--- config.mk ---
export PLATFORM = sky130hd
export DESIGN_NAME = frog_game_ctrl
export DESIGN_NICKNAME = d
export VERILOG_FILES = /design/src/rtl/frog_game_pkg.sv /design/src/rtl/frog_player_pos.sv /design/src/rtl/frog_game_ctrl.sv
export SDC_FILE = /design/constraint.sdc
export NUM_CORES = 1
export LEC_CHECK = 0
export CAP_MARGIN = 40
export CORE_MARGIN = 3
export CORE_UTILIZATION = 51
export CTS_CLUSTER_DIAMETER = 50
export DETAILED_ROUTE_END_ITERATION = 10
export GPL_TIMING_DRIVEN = 0
export HOLD_SLACK_MARGIN = 0.02
export PLACE_DENSITY = 0.94
export SYNTH_ARGS = -nofsm -noshare
export SYNTH_HDL_FRONTEND = slang
export SYNTH_SLANG_ARGS = --single-unit
--- constraint.sdc ---
create_clock -name clk -period 5.7 [get_ports clk]
set_input_delay 0.855 -clock clk [delete_from_list [all_inputs] [get_ports clk]]
set_output_delay 0.855 -clock clk [all_outputs]
set_load 0.01 [all_outputs]
--- src/rtl/frog_game_pkg.sv ---
// Shared encodings and grid constants for the Frogger-style game-control slice.
package frog_game_pkg;

  typedef enum logic [1:0] {
    S_IDLE = 2'b00,
    S_PLAY = 2'b01,
    S_HIT  = 2'b10,
    S_DONE = 2'b11
  } state_t;

  localparam int GRID_COLS = 20;
  localparam int GRID_ROWS = 15;

  // Bits needed to index n cells; never less than one.
  function automatic int idx_w(input int n);
    return (n <= 1) ? 1 : $clog2(n);
  endfunction

  localparam int COL_W = idx_w(GRID_COLS);
  localparam int ROW_W = idx_w(GRID_ROWS);

endpackage

--- src/rtl/frog_player_pos.sv ---
// Player grid position: one clamped move per cycle, vertical before horizontal.
module frog_player_pos
  import frog_game_pkg::*;
#(
  parameter int COLS      = GRID_COLS,
  parameter int ROWS      = GRID_ROWS,
  parameter int START_COL = 9
) (
  input  logic             clk,
  input  logic             reset,
  input  logic             up,
  input  logic             down,
  input  logic             left,
  input  logic             right,
  input  logic             freeze,
  input  logic             respawn,
  output logic [COL_W-1:0] col,
  output logic [ROW_W-1:0] row
);

  localparam logic [COL_W-1:0] MAX_COL = COL_W'(COLS - 1);
  localparam logic [ROW_W-1:0] MAX_ROW = ROW_W'(ROWS - 1);
  localparam logic [COL_W-1:0] SPAWN_C = COL_W'(START_COL);

  always_ff @(posedge clk) begin
    if (reset || respawn) begin
      col <= SPAWN_C;
      row <= MAX_ROW;
    end else if (!freeze) begin
      // A single vertical request blocks horizontal even when it is clamped away.
      if (up ^ down) begin
        if (up && row != '0)           row <= row - 1'b1;
        else if (down && row != MAX_ROW) row <= row + 1'b1;
      end else if (left ^ right) begin
        if (left && col != '0)            col <= col - 1'b1;
        else if (right && col != MAX_COL) col <= col + 1'b1;
      end
    end
  end

endmodule

--- src/rtl/frog_game_ctrl.sv ---
// Game FSM, score, lives and post-hit freeze timer; position lives in frog_player_pos.
module frog_game_ctrl
  import frog_game_pkg::*;
#(
  parameter int COLS      = GRID_COLS,
  parameter int ROWS      = GRID_ROWS,
  parameter int START_COL = 9,
  parameter int LIVES     = 3,
  parameter int WIN_SCORE = 10,
  parameter int HIT_TICKS = 4
) (
  input  logic             clk,
  input  logic             reset,
  input  logic             start,
  input  logic             tick,
  input  logic             btn_up,
  input  logic             btn_down,
  input  logic             btn_left,
  input  logic             btn_right,
  output logic [ROW_W-1:0] row_sel,
  input  logic [COLS-1:0]  row_data,
  output logic [COL_W-1:0] player_col,
  output logic [ROW_W-1:0] player_row,
  output logic [1:0]       state,
  output logic [3:0]       score,
  output logic [1:0]       lives,
  output logic             win
);

  state_t     st, st_nx;
  logic [3:0] score_nx, hit_cnt, hit_nx;
  logic [1:0] lives_nx;
  logic       win_nx, freeze, respawn, collide;

  assign row_sel = player_row;
  assign state   = st;
  assign collide = row_data[player_col];

  frog_player_pos #(
    .COLS(COLS), .ROWS(ROWS), .START_COL(START_COL)
  ) u_pos (
    .clk    (clk),
    .reset  (reset),
    .up     (btn_up),
    .down   (btn_down),
    .left   (btn_left),
    .right  (btn_right),
    .freeze (freeze),
    .respawn(respawn),
    .col    (player_col),
    .row    (player_row)
  );

  always_comb begin
    st_nx    = st;
    score_nx = score;
    lives_nx = lives;
    win_nx   = win;
    hit_nx   = hit_cnt;
    freeze   = 1'b1;
    respawn  = 1'b0;
    case (st)
      S_IDLE: if (start) st_nx = S_PLAY;
      S_PLAY: begin
        if (collide) begin
          st_nx    = S_HIT;
          lives_nx = lives - 1'b1;
          hit_nx   = '0;
        end else if (player_row == '0) begin
          score_nx = score + 1'b1;
          respawn  = 1'b1;
          if (score_nx == 4'(WIN_SCORE)) begin
            st_nx  = S_DONE;
            win_nx = 1'b1;
          end
        end else begin
          freeze = 1'b0;
        end
      end
      S_HIT: begin
        // The entry edge belongs to PLAY, so a tick coincident with it is never counted.
        if (tick) begin
          hit_nx = hit_cnt + 1'b1;
          if (hit_nx == 4'(HIT_TICKS)) begin
            if (lives == '0) begin
              st_nx  = S_DONE;
              win_nx = 1'b0;
            end else begin
              st_nx   = S_PLAY;
              respawn = 1'b1;
            end
          end
        end
      end
      default: ;
    endcase
  end

  always_ff @(posedge clk) begin
    if (reset) begin
      st      <= S_IDLE;
      score   <= '0;
      lives   <= 2'(LIVES);
      win     <= 1'b0;
      hit_cnt <= '0;
    end else begin
      st      <= st_nx;
      score   <= score_nx;
      lives   <= lives_nx;
      win     <= win_nx;
      hit_cnt <= hit_nx;
    end
  end

endmodule

Yosys cells after proc, flatten, opt, wreduce, memory -nomap -nowiden
Index checks and enable logic that the tools add are counted.
Widths: inputs -> output; s select.
{"block": "op_classes", "addsub": 7, "order_cmp": 1, "n_eq_ne": 16, "muxes": 32, "n_bitwise": 5, "reduce_logical": 21}
{"operator": "$mux 4", "n": 4}
{"operator": "$ne 2x2->1 const B", "n": 8}
{"operator": "$mux 1", "n": 14}
{"operator": "$mux 2", "n": 7}
{"operator": "$add 4x1->4 const B", "n": 3}
{"operator": "$mux 5", "n": 2}
{"operator": "$reduce_and 3->1", "n": 3}
{"operator": "$pmux 4 s2", "n": 1}
{"operator": "$reduce_and 7->1", "n": 1}
{"operator": "$lt 5x6->1 const B", "n": 1}
{"operator": "$ne 3x3->1 const B", "n": 2}
{"operator": "$pmux 2 s3", "n": 1}
{"operator": "$reduce_and 6->1", "n": 1}
{"operator": "$reduce_bool 2->1", "n": 3}
{"operator": "$add 5x1->5 const B", "n": 1}
{"operator": "$bmux 1 s5", "n": 1}
{"operator": "$ne 5x5->1 const B", "n": 1}
{"operator": "$reduce_bool 5->1", "n": 1}
{"operator": "$sub 5x1->5 const B", "n": 1}
{"operator": "$eq 4x3->1 const B", "n": 1}
{"operator": "$eq 4x4->1 const B", "n": 1}
{"operator": "$logic_and 1x1->1", "n": 4}
{"operator": "$logic_not 2->1", "n": 2}
{"operator": "$logic_not 4->1", "n": 1}
{"operator": "13 further kinds", "n": 17}
{"block": "word_totals", "ff_bits": 22, "in_bits": 28, "output_inout_bits": 22, "word_cells": 89}

Depth between registers and ports, before layout
Gate-level depths: netlist of run 1.
{"block": "depth", "depth_word": 6, "mapped_depth": 11, "mapped_depth_nobuf": 10}

Modules after synthesis
A second synthesis of run 1 with hierarchy kept.
{"block": "unflattened", "cells_unflattened": 206, "hier_area_um2": 1834.3}
{"mod": "frog_game_ctrl", "n_inst": 1, "cells_per_inst": 128, "area_each_um2": 1128.6, "seq_area_each_um2": 260.2}
{"mod": "frog_player_pos", "n_inst": 1, "cells_per_inst": 78, "area_each_um2": 705.7, "seq_area_each_um2": 180.2}

Worst setup path after synthesis of run 1
No wires, ideal clock.
{"block": "synth_timing", "kind": "flip-flop to flip-flop", "startpoint": "register u_pos.col[2]", "endpoint": "register u_pos.col[4]", "setup_ns": 0.071, "arrival_ns": 2.463, "slack_ns": 3.166, "path_stages_with_launch": 11, "n_path_buf": 1, "synth_period_minus_slack_ns": 2.534, "cell_sequence": "dfxtp_1 > buf_6 > or2_1 > nor4_1 > nor2b_1 > fa_1 > a21o_1 > a21oi_1 > xor2_1 > or4_1 > a21oi_1"}
{"block": "synth_via", "elab_chain_cells": 6, "elab_cells_between_ends": 18, "classes_between": "add/sub: 2; eq/ne: 1; mux: 8; bitwise: 1; reduce/logical: 6"}
{"element": "start, declared", "line": "frog_player_pos.sv:17", "source": "output logic [COL_W-1:0] col,"}
{"element": "start signal, assigned", "line": "frog_player_pos.sv:35", "source": "if (left && col != '0) col <= col - 1'b1;"}
{"element": "start signal, assigned", "line": "frog_player_pos.sv:36", "source": "else if (right && col != MAX_COL) col <= col + 1'b1;"}
{"element": "$bmux 1 s5", "line": "frog_game_ctrl.sv:37", "source": "assign collide = row_data[player_col];"}
{"element": "$mux 1 (implied by the code)", "line": "frog_game_ctrl.sv:37"}
{"element": "$mux 1", "line": "frog_game_ctrl.sv:65", "source": "if (collide) begin"}
{"element": "$mux 1", "line": "frog_game_ctrl.sv:62", "source": "case (st)"}
{"element": "$not 1->1 (no line)"}
{"element": "$reduce_and 4->1 (no line)"}
Parallel ways exist; a longest one is shown, timed or not. The select of a mux whose other input is x is not followed.
A chain may end at the register's enable or synchronous reset.

Worst setup path in the final report of run 1
{"block": "layout_timing", "startpoint": "input btn_left", "endpoint": "register u_pos.col[4]"}
{"block": "layout_via", "elab_chain_cells": 3, "elab_cells_between_ends": 5, "classes_between": "mux: 1; bitwise: 1; reduce/logical: 3"}
{"element": "start, declared", "line": "frog_game_ctrl.sv:18", "source": "input logic btn_left,"}
{"element": "$logic_and 1x1->1", "line": "frog_player_pos.sv:35"}
{"element": "$reduce_bool 2->1 (no line)"}
{"element": "$reduce_and 4->1 (no line)"}
Parallel ways exist; a longest one is shown, timed or not.

==> tab_implementation.tex, run 1 <==
\begin{tabular}{lr}
\hline
Metric & Value \\
\hline
\multicolumn{2}{l}{\textbf{Floorplanning}} \\
Floorplan die area & 0.00409 mm² \\
Effective utilization at floorplan & 0.548 \\
Core box area & approximately 0.0031 mm² \\
Die height & 64.0 µm \\
I/O pins & 50 \\
Row count & 20 \\
X dimension of the die & 64.0 µm \\
\multicolumn{2}{l}{\textbf{GRT}} \\
Via count of the first global-routing pass & 1689 \\
Global routing usage summed across all routing layers & 0.219 \\
First-pass GRT wire length & between 7000 and 8000 µm \\
Maximum number of pins on one net before global-route repair & 12 \\
Number of antenna violations at the first check in global routing & 0 \\
Global route overflow & 0 \\
\multicolumn{2}{l}{\textbf{Placed design}} \\
Final HPWL from detailed placement & 3450 µm \\
GP Congestion & 0.843 \\
Port buffer count & 48 \\
Minimum setup slack after placement & 2.49 ns \\
\multicolumn{2}{l}{\textbf{Synth}} \\
Library cell with the largest summed area after synthesis & dfxtp\_1 \\
Synthesized net count & about 250 \\
Simple-Gate Fraction of Synth Area & 0.212 \\
Dominant cell by count in the synthesized netlist & dfxtp\_1 \\
Cells after Synth & 203 \\
Cells taking the most area after synthesis & dfxtp\_1, ha\_1, mux2i\_1 \\
Flip-flop and latch count after synthesis & 22 \\
Synth top cells by count & dfxtp\_1, a21oi\_1, ha\_1, inv\_1, nand3\_1 \\
Fraction of the mapped netlist area in compound gates & 0.204 \\
Arithmetic-cell share of the synthesized area counting full adders, half adders and majority gates & 0.118 \\
Dominant combinational cell family by area after synthesis & simple AND/OR/NAND/NOR gates \\
Mux share of post-synthesis cell area & 0.0716 \\
Sequential-to-total area share from yosys stat & 0.257 \\
Synth warnings & 0 \\
Post-synthesis share of cell area spent on xor and xnor gates & 0.0562 \\
Asr flop ratio synth & 0 \\
Post-synthesis instance area & between 0.0015 and 0.002 mm² \\
Synth top area share & 0.257 \\
Unique masters post-synth & 44 \\
Avg Inst Size Synth & 8.44 µm² \\
EDFF count, synth & 0 \\
Most used flip-flop cell after synthesis & dfxtp\_1 \\
\multicolumn{2}{l}{\textbf{Setup path}} \\
Critical path data required time & 5.95 ns \\
Data arrival time of the worst path & about 3.2 ns \\
Most frequent CP cell & a21oi\_1 \\
Critical path peak fanout & 5 \\
Beginning of the worst register-to-register path & u\_pos.col[2] \\
Critical path startpoint category & input pin \\
Critical-path cell list & clkdlybuf4s50\_1 > nor2b\_1 > ha\_1 > a21o\_1 > a21oi\_1 > xor2\_1 > or4\_1 > a21oi\_1 \\
Type of the worst setup path & input pin to flop \\
Reg-to-reg slack, setup & roughly 2.9 ns \\
Largest stage delay, worst path & slightly above 0.5 ns \\
Critical R2R Capture & u\_pos.col[4] \\
Reg2reg path depth & 10 \\
CP Capture Type & flop \\
CP max stage cell & clkdlybuf4s50\_1 \\
\multicolumn{2}{l}{\textbf{STA}} \\
Number of failing hold endpoints at the final stage & 0 \\
Setup violations, final & 0 \\
Min Clock Period, post-route & 2.93 ns \\
Skew final & 0.0169 ns \\
Worst rel slew slack & 0.623 \\
Post-route clock period utilization & 0.514 \\
RSZ-0062 raised after global routing & false \\
Peak clock frequency supported by timing & 341 MHz \\
Fin worst setup slack & about 2.8 ns \\
Slew at the pin closest to its max-slew limit & roughly 0.56 ns \\
Accumulated negative setup slack & 0 ns \\
Post-Route Hold Slack & 0.518 ns \\
Final max-slew violation count & 0 \\
\multicolumn{2}{l}{\textbf{Clock network}} \\
Post-CTS setup buffer count & 0 \\
Clock transition at the register clock pins on the worst setup and hold paths after CTS & 0.12 ns \\
Bufs on Longest Clock Path & 2 \\
Clock buffers created by TritonCTS & 3 \\
Num Clock Sinks & 22 \\
Count of hold-fix buffers inserted at cts & 0 \\
Number of gates resized after cts & 0 \\
CTS H-tree lvls & 1 \\
Worst-skew pair later-pin latency & 0.33 ns \\
Clock tree from TritonCTS & yes \\
Buffer cell driving the clock tree root & clkbuf\_4 \\
\multicolumn{2}{l}{\textbf{Finish}} \\
Relative area change from synthesis to final layout & 32.6\% \\
Antenna Cells & 0 \\
Final net count & 299 \\
Fraction of layout instances using a drive strength above 1 & 0.0669 \\
Total of fill cells in the finished design & 249 \\
\multicolumn{2}{l}{\textbf{Status}} \\
Result of the run & finished, final reports clean \\
\multicolumn{2}{l}{\textbf{Power and ir drop}} \\
Static Leak & 0.897 nW \\
Combinational share of power & 0.454 \\
Switching component of the power & 176 µW \\
Switching power share of the total & 0.372 \\
Peak ir drop on the vdd network & 0.0889 mV \\
Cell internal power dissipation & about 300 µW \\
Power density cells & about 210 mW/mm² \\
Reg power frac & 0.384 \\
Clock group share of total power & 0.162 \\
\multicolumn{2}{l}{\textbf{Detailed routing}} \\
Final routed wire length divided by cell count & approximately 15 µm \\
Initial drt markers & $\sim$120 \\
Total DRC errors in the routed layout & 0 \\
Drt total wl & 4360 µm \\
Mean number of vias per cell & 5.74 \\
Detail Route Antenna Nets & 0 \\
Number of iterations in the first detailed-routing pass & 4 \\
Count of vias placed by the detailed router & 1711 \\
\multicolumn{2}{l}{\textbf{Hold path}} \\
Hold Path Sink & score[3] \\
Startpoint of the lowest-slack hold path & score[3] \\
Number of cells on the worst hold path & 2 \\
Tightest Hold Check Type & flop to flop \\
\multicolumn{2}{l}{\textbf{Run}} \\
Max-cap viol count & 0 \\
\hline
\end{tabular}
worst max-delay path by stage:
stage,start,endpoint,slack [ns],depth (start not counted)
2_1_floorplan,u_pos.col[2],u_pos.col[4],3.17,10
3_3_place_gp,btn_left,u_pos.col[4],2.55,8
3_5_place_dp,btn_left,u_pos.col[4],2.49,8
4_1_cts,btn_left,u_pos.col[4],2.81,8
5_1_grt,btn_left,u_pos.col[4],2.62,8
6_report,btn_left,u_pos.col[4],2.77,8
power by group through the flow:
stage,combinational [mW],sequential [mW],clock (mW)
floorplan,0.135,0.187,0
global placement,0.207,0.184,0
global route,0.236,0.184,0.0805
CTS,0.214,0.181,0.0746
detailed placement,0.214,0.185,0
finish,0.214,0.181,0.0762
kinds of logic after synthesis:
logic type	after synthesis
adder cells (fa/ha/maj)	15
AND/OR/NAND/NOR	65
buffers and inverters	26
AO/OA/AOI/OAI	53
multiplexers	11
XOR/XNOR	11
flip-flops	22
stage by stage:
stage          instance area [µm²]  std cells   util  power [mW]
2_1_floorplan                 1710        203      -       0.321
3_3_place_gp                  2250        295  0.719       0.392
3_5_place_dp                  2250        295  0.719       0.399
4_1_cts                       2270        298  0.726       0.470
5_1_grt                       2270        298  0.726       0.500
6_report                      2270        298  0.726       0.472
per-layer routing:
| metal | wire (µm) | vias to the layer above | GRT usage | part of all wire |
|---|---|---|---|---|
| met5 | 0 | - | 0 | 0 |
| met4 | 69 | 0 | 0.0809 | 0.016 |
| met3 | 214 | 8 | 0.0334 | 0.049 |
| met2 | 2190 | 61 | 0.381 | 0.50 |
| met1 | 1890 | 796 | 0.272 | 0.43 |
| li1 | - | 846 | - | - |
cell usage in the layout (no fill, tap or decap), types with 2 or more instances in the layout:
cell type         n
a21oi_1          15
nor2b_1           3
clkbuf_1          5
xor2_1            6
and3_1            2
nor3_1            6
nand3_1          13
buf_6             3
nor2_1            5
fa_1              2
or4_1             4
xnor2_1           5
dfxtp_1          22
nand2b_1          4
clkbuf_4          3
o22ai_1           5
o31ai_1           2
mux2i_1          10
and4b_1           2
inv_1            13
o211ai_1          2
a41oi_1           2
ha_1             13
o21ai_2           2
clkdlybuf4s50_1  48
nand2_1          12
nand4b_1          2
o21ai_0          12
a41o_1            2
a31oi_1           2
a21o_1            3
nand4_1           2
or3_1             4
buf_4             5
nor4_1            2
state kept, by name, indices dropped and copies added (netlist names):
| register | flops |
|---|---|
| lives | 2 |
| hit_cnt | 4 |
| u_pos.col | 5 |
| score | 4 |
| win | 1 |
| state | 2 |
| u_pos.row | 4 |
final cells by class:
type,count,area [µm²],share of cell area
buffer,13,90.1,0.0397
multi-input combinational,155,1130,0.499
timing repair buffer,48,480,0.212
tap,44,55.1,0.0242
sequential,22,440,0.194
inverter,13,48.8,0.0215
clock buffer,3,22.5,0.00992
worst max-delay path, delay by kind of cell:
| family | cells | cell delay [ns] |
|---|---|---|
| AOI/OAI and AO/OA | 3 | 0.50 |
| xor gates and xnor gates | 1 | 0.11 |
| adders and majority gates | 1 | 0.36 |
| buffers and inverters | 1 | 0.51 |
| and+or+nand+nor | 2 | 0.84 |
Note: power is estimated with default switching activity, not from simulation.
==> inputs of run 2 (changes only) <==
- CORE_UTILIZATION: 51 -> 48
- PLACE_DENSITY: 0.94 -> 0.9
- clock period: 5.7 -> 2.95 ns (I/O delays scaled with it)
==> run 2 against run 1 <==
Effect of this change:
- combinational power rose by 93%
- routed wire length fell by 10%
- register-to-register slack got worse by 2.7 ns
- sequential share of layout area barely moved
- critical path type is now flop to flop
- die area rose by 5.6%
- final cell count rose by 0.67%
- highest routed layer unchanged
- non-clock buffer count did not move
- clock power rose by 81%
==> tab_implementation.tex, run 2 (synthesis gave the netlist of run 1 again) <==
\begin{tabular}{lr}
\hline
Metric & Value \\
\hline
\multicolumn{2}{l}{\textbf{Setup path}} \\
Beginning of the worst register-to-register path & u\_pos.col[2] \\
Critical path data required time & 3.19 ns \\
CP Capture Type & flop \\
CP max stage cell & fa\_1 \\
Data arrival time of the worst path & 2.97 ns \\
Reg2reg path depth & 10 \\
Reg-to-reg slack, setup & between 0.2 and 0.25 ns \\
Type of the worst setup path & flop to flop \\
Critical-path cell list & buf\_6 > or2\_1 > nor4\_1 > nor2b\_1 > fa\_1 > a21o\_1 > a21oi\_1 > xor2\_1 > or4\_1 > a21oi\_1 \\
Cell family with most CP delay & simple AND/OR/NAND/NOR gates \\
Largest stage delay, worst path & 0.43 ns \\
Count of cell instances traversed by the critical path & 10 \\
Critical R2R Capture & u\_pos.col[4] \\
Total buffers and inverters traversed by the critical path & 1 \\
Critical path peak fanout & 8 \\
Most frequent CP cell & a21oi\_1 \\
Critical path startpoint category & flop \\
\multicolumn{2}{l}{\textbf{Finish}} \\
Max FFs per register & 5 \\
Register containing the most flip-flops in the final layout & u\_pos.col \\
End-of-flow core utilization & 0.671 \\
Antenna Cells & 0 \\
Most frequent cells in the layout & clkdlybuf4s50\_1, dfxtp\_1, a21oi\_1 \\
Fraction of layout instances using a drive strength above 1 & 0.0669 \\
Relative area change from synthesis to final layout & 32.7\% \\
Most common library cell in the layout ignoring fill and taps & clkdlybuf4s50\_1 \\
Final net count & 299 \\
\multicolumn{2}{l}{\textbf{GRT}} \\
Number of antenna violations at the first check in global routing & 0 \\
Global route overflow & 0 \\
First-pass GRT wire length & 6900 µm \\
Via count of the first global-routing pass & 1554 \\
Maximum number of pins on one net before global-route repair & 12 \\
Global routing usage summed across all routing layers & 0.199 \\
\multicolumn{2}{l}{\textbf{Detailed routing}} \\
Initial drt markers & 137 \\
Final routed wire length divided by cell count & between 10 and 15 µm \\
Number of iterations in the first detailed-routing pass & 4 \\
Drt total wl & a little under 4000 µm \\
Count of vias placed by the detailed router & about 1700 \\
Mean number of vias per cell & 5.61 \\
Detail Route Antenna Nets & 0 \\
Total DRC errors in the routed layout & 0 \\
\multicolumn{2}{l}{\textbf{STA}} \\
Peak clock frequency supported by timing & 366 MHz \\
Final max-slew violation count & 0 \\
Post-route clock period utilization & 0.926 \\
RSZ-0062 raised after global routing & false \\
Number of failing hold endpoints at the final stage & 0 \\
Setup violations, final & 0 \\
Slew at the pin closest to its max-slew limit & around 0.54 ns \\
Post-Route Hold Slack & 0.520 ns \\
Fin worst setup slack & around 0.22 ns \\
Skew final & 0.00558 ns \\
Accumulated negative setup slack & 0 ns \\
Min Clock Period, post-route & 2.73 ns \\
Worst rel slew slack & 0.636 \\
\multicolumn{2}{l}{\textbf{Clock network}} \\
Count of hold-fix buffers inserted at cts & 0 \\
Worst-skew pair later-pin latency & 0.31 ns \\
Post-CTS setup buffer count & 0 \\
Clock tree from TritonCTS & yes \\
CTS H-tree lvls & 1 \\
Buffer cell driving the clock tree root & clkbuf\_4 \\
Bufs on Longest Clock Path & 2 \\
Clock buffers created by TritonCTS & 3 \\
Clock transition at the register clock pins on the worst setup and hold paths after CTS & 0.12 ns \\
Num Clock Sinks & 22 \\
Number of gates resized after cts & 0 \\
\multicolumn{2}{l}{\textbf{Power and ir drop}} \\
Power density cells & 396 mW/mm² \\
Static Leak & 0.897 nW \\
PnR Total Power & about 900 µW \\
Peak ir drop on the vdd network & approximately 0.25 mV \\
\multicolumn{2}{l}{\textbf{Floorplanning}} \\
Row count & 21 \\
Effective utilization at floorplan & 0.505 \\
X dimension of the die & 65.7 µm \\
Core box area & 0.00339 mm² \\
I/O pins & 50 \\
Floorplan die area & roughly 0.0043 mm² \\
Die height & between 60 and 70 µm \\
\multicolumn{2}{l}{\textbf{Hold path}} \\
Startpoint of the lowest-slack hold path & hit\_cnt[1] \\
Tightest Hold Check Type & flop to flop \\
Hold Path Sink & hit\_cnt[1] \\
Number of cells on the worst hold path & 2 \\
\multicolumn{2}{l}{\textbf{Placed design}} \\
GP Congestion & 0.843 \\
Final HPWL from detailed placement & 3120 µm \\
Port buffer count & 48 \\
Minimum setup slack after placement & 0.134 ns \\
\multicolumn{2}{l}{\textbf{Status}} \\
Result of the run & finished, final reports clean \\
\multicolumn{2}{l}{\textbf{Run}} \\
Max-cap viol count & 0 \\
\hline
\end{tabular}
run 2: final cells by class:
cell class                 count  area [µm²]
buffer                        13        90.1
clock buffer                   3        22.5
fill                         277        1120
inverter                      13        48.8
multi-input combinational    155        1130
sequential                    22         440
tap                           46        57.6
timing repair buffer          48         480
run 2: worst max path at each step:
| stage | slack (ns) | startpoint | endpoint |
|---|---|---|---|
| 2_1_floorplan | 0.42 | u_pos.col[2] | u_pos.col[4] |
| 3_3_place_gp | 0.21 | btn_left | u_pos.col[4] |
| 3_5_place_dp | 0.13 | btn_left | u_pos.col[4] |
| 4_1_cts | 0.20 | u_pos.col[2] | u_pos.col[4] |
| 6_report | 0.22 | u_pos.col[2] | u_pos.col[4] |
| 5_1_grt | 0.03 | u_pos.col[2] | u_pos.col[4] |
run 2: metrics by stage:
| stage | instance area (µm²) | cells |
|---|---|---|
| final | 2270 | 300 |
| after global routing | 2270 | 300 |
| after CTS | 2270 | 300 |
| after detailed placement | 2250 | 297 |
| after global placement | 2250 | 297 |
| after floorplan | 1710 | 203 |
run 2: worst min-delay path: stages (launching register included):
cell and delay [ns]:
dfxtp_1 0.35, o21ai_0 0.08, a21oi_1 0.06
run 2: metal layers:
layer  track usage  wire [µm]  vias up  share of wire
li1              -          -      853              -
met1         0.253       1710      785           0.44
met2         0.342       1980       42           0.51
met3        0.0462        201        2          0.051
met4        0.0415         15        0         0.0038
met5             0          0        -              0
run 2: where the power goes:
group	switching, mW	internal (mW)	total, mW	leakage, nW
clock	0.0908	0.0477	0.138	0.0138
sequential	0.0303	0.319	0.349	0.178
combinational	0.207	0.205	0.412	0.705
total	0.328	0.572	0.900	0.897
